### src/rtl/mips_pkg.sv
// rtl/mips_pkg.sv - shared word width, fetch defaults and fetch state encoding
package mips_pkg;
  localparam int WORD_W = 32;
  localparam logic [WORD_W-1:0] NOP_INSTR_DEFAULT = 32'h0000_0000;
  localparam logic [WORD_W-1:0] RESET_PC_DEFAULT  = 32'h0000_0000;

  typedef enum logic [1:0] {
    IDLE = 2'd0,
    REQ  = 2'd1,
    HOLD = 2'd2
  } fetch_state_e;
endpackage

### src/rtl/fetch_skid_buffer.sv
// rtl/fetch_skid_buffer.sv - one-entry Instr/IncPC holding slot for a stalled fetch
module fetch_skid_buffer
  import mips_pkg::*;
(
  input  logic              clk,
  input  logic              reset,
  input  logic              load,
  input  logic              unload,
  input  logic              flush,
  input  logic [WORD_W-1:0] load_instr,
  input  logic [WORD_W-1:0] load_inc_pc,
  output logic              full,
  output logic [WORD_W-1:0] instr,
  output logic [WORD_W-1:0] inc_pc
);
  logic              full_q, full_d;
  logic [WORD_W-1:0] instr_q, instr_d;
  logic [WORD_W-1:0] inc_pc_q, inc_pc_d;

  always_comb begin
    full_d   = full_q;
    instr_d  = instr_q;
    inc_pc_d = inc_pc_q;
    if (flush) begin
      full_d = 1'b0;
    end else if (load) begin
      full_d   = 1'b1;
      instr_d  = load_instr;
      inc_pc_d = load_inc_pc;
    end else if (unload) begin
      full_d = 1'b0;
    end
  end

  always_ff @(posedge clk) begin
    if (reset) begin
      full_q   <= 1'b0;
      instr_q  <= '0;
      inc_pc_q <= '0;
    end else begin
      full_q   <= full_d;
      instr_q  <= instr_d;
      inc_pc_q <= inc_pc_d;
    end
  end

  assign full   = full_q;
  assign instr  = instr_q;
  assign inc_pc = inc_pc_q;
endmodule

### src/rtl/pc_fetch_unit.sv
// rtl/pc_fetch_unit.sv - PC owner issuing one-at-a-time word fetches into the IF/ID register
module pc_fetch_unit
  import mips_pkg::*;
#(
  parameter logic [WORD_W-1:0] RESET_PC  = RESET_PC_DEFAULT,
  parameter logic [WORD_W-1:0] NOP_INSTR = NOP_INSTR_DEFAULT
) (
  input  logic              clk,
  input  logic              reset,
  input  logic              PCScr,
  input  logic [WORD_W-1:0] AddrNextPC,
  input  logic              Stall,
  output logic              IMemReq,
  output logic [WORD_W-1:0] IMemAddr,
  input  logic              IMemAck,
  input  logic [WORD_W-1:0] IMemRData,
  output logic [WORD_W-1:0] Instr,
  output logic [WORD_W-1:0] IncPC,
  output logic              InstrValid,
  output logic [WORD_W-1:0] PC
);
  localparam logic [WORD_W-1:0] ALIGN_MASK = ~32'd3;

  fetch_state_e      state_q, state_d;
  logic [WORD_W-1:0] pc_q, pc_d;
  logic [WORD_W-1:0] addr_q, addr_d;
  logic              drop_q, drop_d;
  logic [WORD_W-1:0] instr_q, instr_d;
  logic [WORD_W-1:0] inc_pc_q, inc_pc_d;
  logic              valid_q, valid_d;

  logic              req, ack;
  logic [WORD_W-1:0] pc_plus4;
  logic              skid_load, skid_unload, skid_flush, skid_full;
  logic [WORD_W-1:0] skid_instr, skid_inc_pc;

  assign req      = (state_q == REQ);
  assign ack      = req & IMemAck;
  assign pc_plus4 = pc_q + 32'd4;

  always_comb begin
    state_d     = state_q;
    pc_d        = pc_q;
    drop_d      = drop_q;
    instr_d     = instr_q;
    inc_pc_d    = inc_pc_q;
    valid_d     = Stall ? valid_q : 1'b0;
    skid_load   = 1'b0;
    skid_unload = 1'b0;
    skid_flush  = 1'b0;

    case (state_q)
      IDLE: state_d = REQ;
      REQ: begin
        if (ack) begin
          if (drop_q) begin
            drop_d = 1'b0;
          end else if (!valid_q || !Stall) begin
            instr_d  = IMemRData;
            inc_pc_d = pc_plus4;
            valid_d  = 1'b1;
            pc_d     = pc_plus4;
          end else begin
            skid_load = 1'b1;
            pc_d      = pc_plus4;
            state_d   = HOLD;
          end
        end
      end
      HOLD: begin
        if (!Stall) begin
          instr_d     = skid_instr;
          inc_pc_d    = skid_inc_pc;
          valid_d     = 1'b1;
          skid_unload = 1'b1;
          state_d     = REQ;
        end
      end
      default: state_d = IDLE;
    endcase

    // Redirect wins over stall; an unacked request must finish at its old address, so mark it for discard.
    if (PCScr) begin
      pc_d        = AddrNextPC & ALIGN_MASK;
      valid_d     = 1'b0;
      instr_d     = instr_q;
      inc_pc_d    = inc_pc_q;
      skid_load   = 1'b0;
      skid_unload = 1'b0;
      skid_flush  = 1'b1;
      state_d     = REQ;
      if (req && !IMemAck) drop_d = 1'b1;
    end

    addr_d = (req && !IMemAck) ? addr_q : pc_d;
  end

  always_ff @(posedge clk) begin
    if (reset) begin
      state_q  <= IDLE;
      pc_q     <= RESET_PC & ALIGN_MASK;
      addr_q   <= RESET_PC & ALIGN_MASK;
      drop_q   <= 1'b0;
      instr_q  <= NOP_INSTR;
      inc_pc_q <= '0;
      valid_q  <= 1'b0;
    end else begin
      state_q  <= state_d;
      pc_q     <= pc_d;
      addr_q   <= addr_d;
      drop_q   <= drop_d;
      instr_q  <= instr_d;
      inc_pc_q <= inc_pc_d;
      valid_q  <= valid_d;
    end
  end

  fetch_skid_buffer u_skid (
    .clk         (clk),
    .reset       (reset),
    .load        (skid_load),
    .unload      (skid_unload),
    .flush       (skid_flush),
    .load_instr  (IMemRData),
    .load_inc_pc (pc_plus4),
    .full        (skid_full),
    .instr       (skid_instr),
    .inc_pc      (skid_inc_pc)
  );

  assign IMemReq    = req & ~skid_full;
  assign IMemAddr   = addr_q;
  assign Instr      = instr_q;
  assign IncPC      = inc_pc_q;
  assign InstrValid = valid_q;
  assign PC         = pc_q;
endmodule
### config.mk
export PLATFORM = sky130hd
export DESIGN_NAME = pc_fetch_unit
export DESIGN_NICKNAME = d
export VERILOG_FILES = /design/src/rtl/mips_pkg.sv /design/src/rtl/fetch_skid_buffer.sv /design/src/rtl/pc_fetch_unit.sv
export SDC_FILE = /design/constraint.sdc
export NUM_CORES = 1
export LEC_CHECK = 0
export CORE_MARGIN = 2
export CORE_UTILIZATION = 50
export CTS_BUF_LIST = sky130_fd_sc_hd__clkbuf_8
export DETAILED_ROUTE_END_ITERATION = 6
export GPL_ROUTABILITY_DRIVEN = 1
export GPL_TIMING_DRIVEN = 1
export HOLD_SLACK_MARGIN = 0.08
export PLACE_DENSITY_LB_ADDON = 0.25
export SKIP_CTS_REPAIR_TIMING = 1
export SLEW_MARGIN = 40
export SYNTH_ARGS = -nofsm -noshare
export SYNTH_HDL_FRONTEND = slang
export SYNTH_SLANG_ARGS = --single-unit
### constraint.sdc
create_clock -name clk -period 5.6 [get_ports clk]
set_input_delay 0.84 -clock clk [delete_from_list [all_inputs] [get_ports clk]]
set_output_delay 0.84 -clock clk [all_outputs]
set_load 0.005 [all_outputs]
Yosys cells after proc, flatten, opt, wreduce, memory -nomap -nowiden
Index checks and enable logic that the tools add are counted.
{ "word_totals": {"memories": 0, "ff_bits": 197, "romBits": 0, "in_bits": 69, "latch_bits": 0, "ram_bits": 0} }
{ "op_classes": {"mul": 0, "order_cmp": 0, "n_reduce_logical": 14, "mux": 41, "addsub": 1, "div": 0, "n_bitwise": 5, "n_eq_ne": 11, "n_shift": 0} }
{ "op_table": {"columns": ["operator", "n"], "rows": [
  ["$mux W32", 12],
  ["$pmux W32 S2", 2],
  ["$add A32 B3 Y32 const B", 1],
  ["$mux W1", 21],
  ["$ne A3 B3 Y1 const B", 3],
  ["$mux W2", 4],
  ["$reduce_and A4 Y1", 2],
  ["$ne A2 B2 Y1 const B", 3],
  ["$pmux W2 S3", 1],
  ["$reduce_and A6 Y1", 1],
  ["$ne A2 B1 Y1 const B", 2],
  ["$reduce_bool A2 Y1", 2],
  ["$reduce_or A2 Y1", 2],
  ["$logic_not A1 Y1", 3],
  ["$ne A3 B2 Y1 const B", 1],
  ["$not A1 Y1", 3],
  ["$and A1 B1 Y1", 2],
  ["$eq A2 B1 Y1 const B", 1],
  ["$eq A2 B2 Y1 const B", 1],
  ["$logic_not A2 Y1", 1],
  ["$pmux W1 S2", 1],
  ["$reduce_and A2 Y1", 1],
  ["$logic_and A1 B1 Y1", 1],
  ["$logic_or A1 B1 Y1", 1]
]} }

Longest topological paths before layout
Gate-level depths: netlist of run 1.
{ "logic_depth": {"ltp_word": 8, "ltp_mapped": 11} }

Cells and area by module
A second synthesis of run 1 with hierarchy kept.
{ "hier_totals": {"cells_unflattened": 1117, "hier_area_um2": 10063.4} }
{ "by_module_without_submodules": {"columns": ["module", "seq_area_each_um2", "area_per_inst_um2", "n_inst", "cells_per_inst"], "rows": [
  ["pc_fetch_unit", 2642.5, 6795.3, 1, 821],
  ["fetch_skid_buffer", 1301.2, 3268.1, 1, 296]
]} }

Worst setup path after synthesis of run 1
No wires, ideal clock.
{ "synth_path": {"kind": "input -> register", "from": "in IMemAck", "to": "reg u_skid.inc_pc_q[10], in the netlist u_skid.inc_pc[10]", "arrival_ns": 1.967, "cell_stages": 5, "slack_ns": 3.495, "path_buffers": 2, "path_cell_list": "nand3b_2 > nor3_1 > buf_2 > buf_1 > a211oi_1"} }
{ "synth_between": {"elab_chain_len": 5} }
{ "synth_rtl": {"columns": ["element", "line", "text"], "rows": [
  ["start, declared", "pc_fetch_unit.sv:15", "input logic IMemAck,"],
  ["$and A1 B1 Y1", "pc_fetch_unit.sv:38", "assign ack = req & IMemAck;"],
  ["$mux W1", "pc_fetch_unit.sv:55", "if (ack) begin"],
  ["$mux W1", "pc_fetch_unit.sv:52", "case (state_q)"],
  ["$mux W1", "pc_fetch_unit.sv:83", "if (PCScr) begin"],
  ["$reduce_and A2 Y1 (no source line)", null, null],
  ["end signal, assigned", "fetch_skid_buffer.sv:43", "inc_pc_q <= inc_pc_d;"],
  ["end, declared", "fetch_skid_buffer.sv:18", "logic [WORD_W-1:0] inc_pc_q, inc_pc_d;"]
]} }
Every way passes these cells.
A chain may end at the register's enable or synchronous reset.

Final worst setup path of run 1
{ "layout_path": {"from": "in IMemAck", "to": "reg instr_q[21], in the netlist Instr[21]"} }
{ "layout_between": {"elab_chain_len": 3} }
{ "layout_rtl": {"columns": ["element", "line", "text"], "rows": [
  ["$and A1 B1 Y1", "pc_fetch_unit.sv:38", null],
  ["$ne A2 B1 Y1 (no source line)", null, null],
  ["$reduce_and A6 Y1 (no source line)", null, null],
  ["end signal, assigned", "pc_fetch_unit.sv:112", "instr_q <= instr_d;"],
  ["end, declared", "pc_fetch_unit.sv:28", "logic [WORD_W-1:0] instr_q, instr_d;"]
]} }
Every way passes these cells.

==> results of run 1 <==
-- layout by cell type, fill, tap and decap left out, drive strengths merged, types with 10 or more instances in the layout --
cell type        n
o211ai          21
clkbuf          20
a21oi           96
nand3           27
clkdlybuf4s50  194
nand2b          10
nand2          183
nor4            10
a211oi          56
nand4           22
nor3            18
inv             12
mux2i           43
o22ai           11
dfxtp          197
xnor2           46
buf             14
o21ai           18
nor2           104
-- layer usage --
layer	vias to the layer above	part of all wire, %
met3	30	7.2
li1	3837	-
met1	3575	44
met5	-	0
met4	0	2.0
met2	262	46
-- where the power goes --
part	leakage, nW	internal [mW]	switching (mW)
logic	1.87	0.216	0.198
registers	1.61	1.46	0.0565
clock network	0.196	0.386	0.497
total	3.67	2.06	0.751
-- sequential cells by signal, summed over array words and instances (netlist names), named ones only --
register       cells
IMemAddr          32
Instr             32
state_q            2
PC                32
InstrValid         1
IncPC             32
u_skid.instr      32
u_skid.full        1
u_skid.inc_pc     32
-- area by class of cell --
type                    count  area (um2)
fillers                  1508        5733
multi-input cells         727        4269
flip-flops and latches    197        3944
repair buffers            208        2063
clock buffers              20       275.3
well taps                 220       275.3
clock inverters            12       103.9
inverters                  10       37.54
-- logic make-up (layout without fill, tap and decap cells) --
group                      Yosys count  in the layout  share of synthesized area (%)
and+or+nand+nor                    392            392                          20.53
adders and majority gates            6              6                         0.8749
AOI/OAI and AO/OA                  232            232                          17.24
DFF                                197            197                          45.96
xor gates and xnor gates            54             54                          5.599
muxes                               43             43                          5.016
buffers and inverters               99            250                          4.783
-- worst min path at each step --
| stage | from | to | slack (ns) | cells after the start |
|---|---|---|---|---|
| floorplan | u_skid.inc_pc[17] | u_skid.inc_pc[17] | 0.43 | 2 |
| global placement | u_skid.inc_pc[23] | u_skid.inc_pc[23] | 0.44 | 2 |
| detailed placement | u_skid.inc_pc[17] | u_skid.inc_pc[17] | 0.44 | 2 |
| CTS | IncPC[11] | IncPC[11] | 0.46 | 2 |
| global route | IncPC[11] | IncPC[11] | 0.47 | 2 |
| finish | IncPC[7] | IncPC[7] | 0.45 | 2 |
-- worst reg2reg max path, delay by kind of cell, from the launching register on --
kind | cells | cell delay, ns
simple gates | 5 | 1.82
flops | 1 | 0.35
buf+inv | 2 | 0.61
compound gates | 1 | 0.29
fa+ha+maj | 1 | 0.33
==> run summary, run 1 <==
Status = completed
Normalized max-slew margin = 45.06%
Top-level port count = 199
Clock tree from TritonCTS = done
Number of buffers added by the clock tree synthesis step = 17
Type of the most critical hold path = reg2reg
Total power density per cell area = 256.5 nW/um2
Drt wl/cell = 16.57 um
RSZ-0062 raised after global routing = false
Global-route total usage across every layer = 25.18%
Cell-by-cell trace of the critical path = clkdlybuf4s50_1 -> nand3b_2 -> nor3_1 -> nor2_1 -> nor2_4 -> buf_4 -> nor2_1 -> a211oi_1
Number of flops mapped to enable cells by yosys = 0
Worst Path Buf+Inv = 2
Top cells by area in the synthesized netlist = dfxtp_1 (46%), nand2_1 (7.9%), a21oi_1 (5.6%), mux2i_1 (5.0%), a211oi_1 (4.9%)
Most frequent cells after synthesis = dfxtp_1 (197), nand2_1 (181), nor2_1 (104)
Via count of the first global-routing pass = 7010
Slowest stage cell on the critical path = nor2_4
Crit path launch type = input pin
Cell occurring most often along the worst timing path = nor2_1
Endpoint kind of the worst setup timing path = flop
Overall overflow remaining after global route = 0
Clk_skew = 0.01280 ns
Routed Antenna Nets = 0
Average vias per placed instance = 5.527
DP Wirelength = 15650 um
Most Crowded Layer GR = met2
Vias = 7704
Synth cell types = 52
Clock Tree Root = clkbuf_8
Total Routed Length = 23100 um
Maximum buffer depth of the clock tree = 2
PnR Total Power = 2.813 mW
Launch point of the worst reg-to-reg path = state_q[1]
Reg2reg end = Instr[21]
Maximum number of pins on one net before global-route repair = 87
Starting density of the core = 51.38%
Total clock sinks = 197
Post-layout minimum cycle time = 3.623 ns
Max Transition Viols Final = 0
Worst skew pair latency = 0.47 ns
Reg clk slew, reported paths = 0.10 ns
DR pass1 iterations = 6
Mean instance size in the synthesized netlist = 8.388 um2
Layout Utilization = 65.67%
Die height = 135 um
Antenna violations before repair = 1
Fmax achieved = 276.0 MHz
Number of nets in the final layout = 1236
Final cell count without fillers = 1394
Core area = 16700 um2
Final number of setup-violating endpoints = 0
Weighted congestion reported at the end of routability-driven placement = 0.8657
Critical path start-end classification = in2reg
Worst reg-to-reg path cell count = 9
Cell family with most CP delay = simple AND/OR/NAND/NOR gates
Global-route wire length before repair = 36560 um
Final hold vios = 0
Area grow syn2layout = 27.82%
Cell count along the critical path = 8
Instance area at placement = 10580 um2
Required time at the endpoint of the critical path = 5.96 ns
Global-route met3 utilization = 6.156%
Post-Layout Inst Area = 10970 um2
Level count of the clock H-tree = 4
Register-to-register setup slack = 2.10 ns
Iteration-0 DRC count of the detailed router = 534
Fraction of final layout cells sized beyond drive strength 1 = 5.366%
Leakage power figure = 3.668 nW
Worst setup path endpoint = Instr[21]
VDD IR-drop max = 0.0001697 V
Overall die area = 18230 um2
Library cell occupying the most area in the post-synthesis netlist = dfxtp_1
Cells after Synth = 1023
Met2 layer usage reported by global route = 39.59%
Placed Instances = 1361
Delay contributed by the slowest stage of the critical path = 0.65 ns
Number of warnings reported in the yosys synthesis log = 0
Maximum fanout along the worst path = 39
Most instantiated library cell after synthesis = dfxtp_1
Total negative setup slack = 0 ns
Data arrival time of the critical path = 3.98 ns
# diodes = 0
Number of violations of the max-capacitance limit = 0
Transition time at the pin with the least slew margin = 0.8221 ns
Sequential fraction of the synthesis area = 45.96%
Worst setup slack after layout = 1.977 ns
Final routed DRC violation total = 0
Main synth FF type = dfxtp_1
Number of port buffers = 196
Summed instance area of the synthesized netlist = 8581 um2
Worst setup startpoint = IMemAck
Number of synthesized register bits = 197
Share of Yosys cell area claimed by the top area cell type = 45.96%
Final Hold Slack = 0.4510 ns
Num rows = 47
Pre-CTS setup slack = 1.623 ns
Part of the cycle the worst path needs = 64.69%
Proportion of register bits with asynchronous set or reset after synthesis = 0%
Net count of the mapped netlist = 1098
Met1 demand-to-capacity share in global routing = 33.87%
Width of the die = 135 um
No activity file was read; power rests on OpenSTA's default activity.
==> run 2: changes to the inputs <==
clock period = 3.6 ns   (was 5.6 ns; I/O delays follow)
==> run summary, run 2 (synthesis gave the netlist of run 1 again) <==
Overall die area = 18230 um2
Status = completed
Maximum buffer depth of the clock tree = 2
Required time at the endpoint of the critical path = 3.06 ns
Launch point of the worst reg-to-reg path = PC[2]
Slowest stage cell on the critical path = clkdlybuf4s50_1
Post-layout minimum cycle time = 2.678 ns
Global-route total usage across every layer = 25.18%
Total negative setup slack = 0 ns
DR pass1 iterations = 5
Overall overflow remaining after global route = 0
Total clock sinks = 197
Routed Antenna Nets = 0
Maximum number of pins on one net before global-route repair = 113
Area grow syn2layout = 28.04%
Fraction of final layout cells sized beyond drive strength 1 = 5.433%
Worst setup startpoint = state_q[1]
Register-to-register setup slack = 0.98 ns
Most common library cell in the layout ignoring fill and taps = dfxtp_1
Maximum fanout along the worst path = 8
Endpoint kind of the worst setup timing path = output port
Clk_skew = 0.01402 ns
Delay contributed by the slowest stage of the critical path = 0.52 ns
Post-Layout Inst Area = 10990 um2
Width of the die = 135 um
Worst setup path endpoint = IMemReq
Top-level port count = 199
Crit path launch type = flop
# diodes = 0
Total Routed Length = 22680 um
Total power density per cell area = 394.6 nW/um2
Transition time at the pin with the least slew margin = 0.7692 ns
Final hold vios = 0
Global-route wire length before repair = 36840 um
Commonest cells after routing, fill and taps aside = dfxtp_1 (197), clkdlybuf4s50_1 (194), nand2_1 (181)
Number of buffers added by the clock tree synthesis step = 17
Cell occurring most often along the worst timing path = inv_1
Number of violations of the max-capacitance limit = 0
Data arrival time of the critical path = 2.14 ns
Weighted congestion reported at the end of routability-driven placement = 0.9074
Worst skew pair latency = 0.47 ns
Worst reg-to-reg path cell count = 7
VDD IR-drop max = 0.0002163 V
Reg2reg end = IncPC[20]
Type of the most critical hold path = in2reg
Critical path start-end classification = reg2out
Iteration-0 DRC count of the detailed router = 446
RSZ-0062 raised after global routing = false
Antenna violations before repair = 0
Clock Tree Root = clkbuf_8
Final number of setup-violating endpoints = 0
Die height = 135 um
DP Wirelength = 15450 um
Reg clk slew, reported paths = 0.10 ns
Final Hold Slack = 0.3082 ns
Drt wl/cell = 16.22 um
Normalized max-slew margin = 48.40%
Clock tree from TritonCTS = done
Final routed DRC violation total = 0
Average vias per placed instance = 5.511
Max Transition Viols Final = 0
Number of nets in the final layout = 1240
Starting density of the core = 51.38%
Via count of the first global-routing pass = 7190
Instance area at placement = 10620 um2
Cell-by-cell trace of the critical path = inv_1 -> ha_1 -> inv_1 -> nor2_1 -> clkdlybuf4s50_1
Vias = 7704
Number of port buffers = 196
Leakage power figure = 3.662 nW
Part of the cycle the worst path needs = 74.39%
Level count of the clock H-tree = 4
Core area = 16700 um2
Fmax achieved = 373.4 MHz
Num rows = 47
[run 2: cell count changes in the layout (fill, tap and decap cells not counted), moves of 2 or more]
cell	delta
inv_1	+2
buf_12	+2
clkinvlp_4	+4
clkinv_2	-4
inv_2	-2
inv_8	+2
buf_4	+2
[run 2: how the worst min path moves through the flow]
stage	cells after the start	start	slack [ns]	endpoint
2_1_floorplan	2	u_skid.inc_pc[17]	0.43	u_skid.inc_pc[17]
3_3_place_gp	2	u_skid.inc_pc[19]	0.44	u_skid.inc_pc[19]
3_5_place_dp	2	u_skid.inc_pc[19]	0.44	u_skid.inc_pc[19]
4_1_cts	2	PCScr	0.28	u_skid.full
5_1_grt	2	PCScr	0.30	u_skid.full
6_report	2	PCScr	0.31	u_skid.full
[run 2: routing by layer]
metal	wire [um]	up-vias	GRT usage (%)
met4	434	0	8.681
li1	-	3830	-
met1	10090	3598	33.48
met2	10560	245	39.57
met3	1589	31	6.982
met5	0	-	0
[run 2: layout make-up]
cell class	instances	area, um2
fillers	1456	5714
multi-input cells	727	4255
flip-flops and latches	197	3944
repair buffers	212	2112
well taps	220	275.3
clock buffers	19	261.5
clock inverters	13	101.3
inverters	10	37.54
[run 2: critical path: cells and delay by family (launching register included)]
kind          cells  cell delay (ns)
fa+ha+maj         1             0.32
buf+inv           3             0.81
flops             1             0.36
simple gates      1             0.19
[run 2: power by group]
part	switching (mW)	total, mW	leakage [nW]	internal, mW
registers	0.0863	2.36	1.61	2.27
logic	0.304	0.648	1.88	0.343
clock network	0.809	1.33	0.173	0.522
total	1.20	4.34	3.66	3.14
[run 2: per-stage QoR]
step           std cells  util [%]  setup slack [ns]  power (mW)
3_3_place_gp        1366     63.61            0.9097       3.047
3_5_place_dp        1366     63.61            0.8846       3.055
2_1_floorplan       1023         -             1.606       2.700
5_1_grt             1398     65.79            0.7801       4.529
6_report            1398     65.79            0.9218       4.336
4_1_cts             1398     65.79            0.9484       4.365
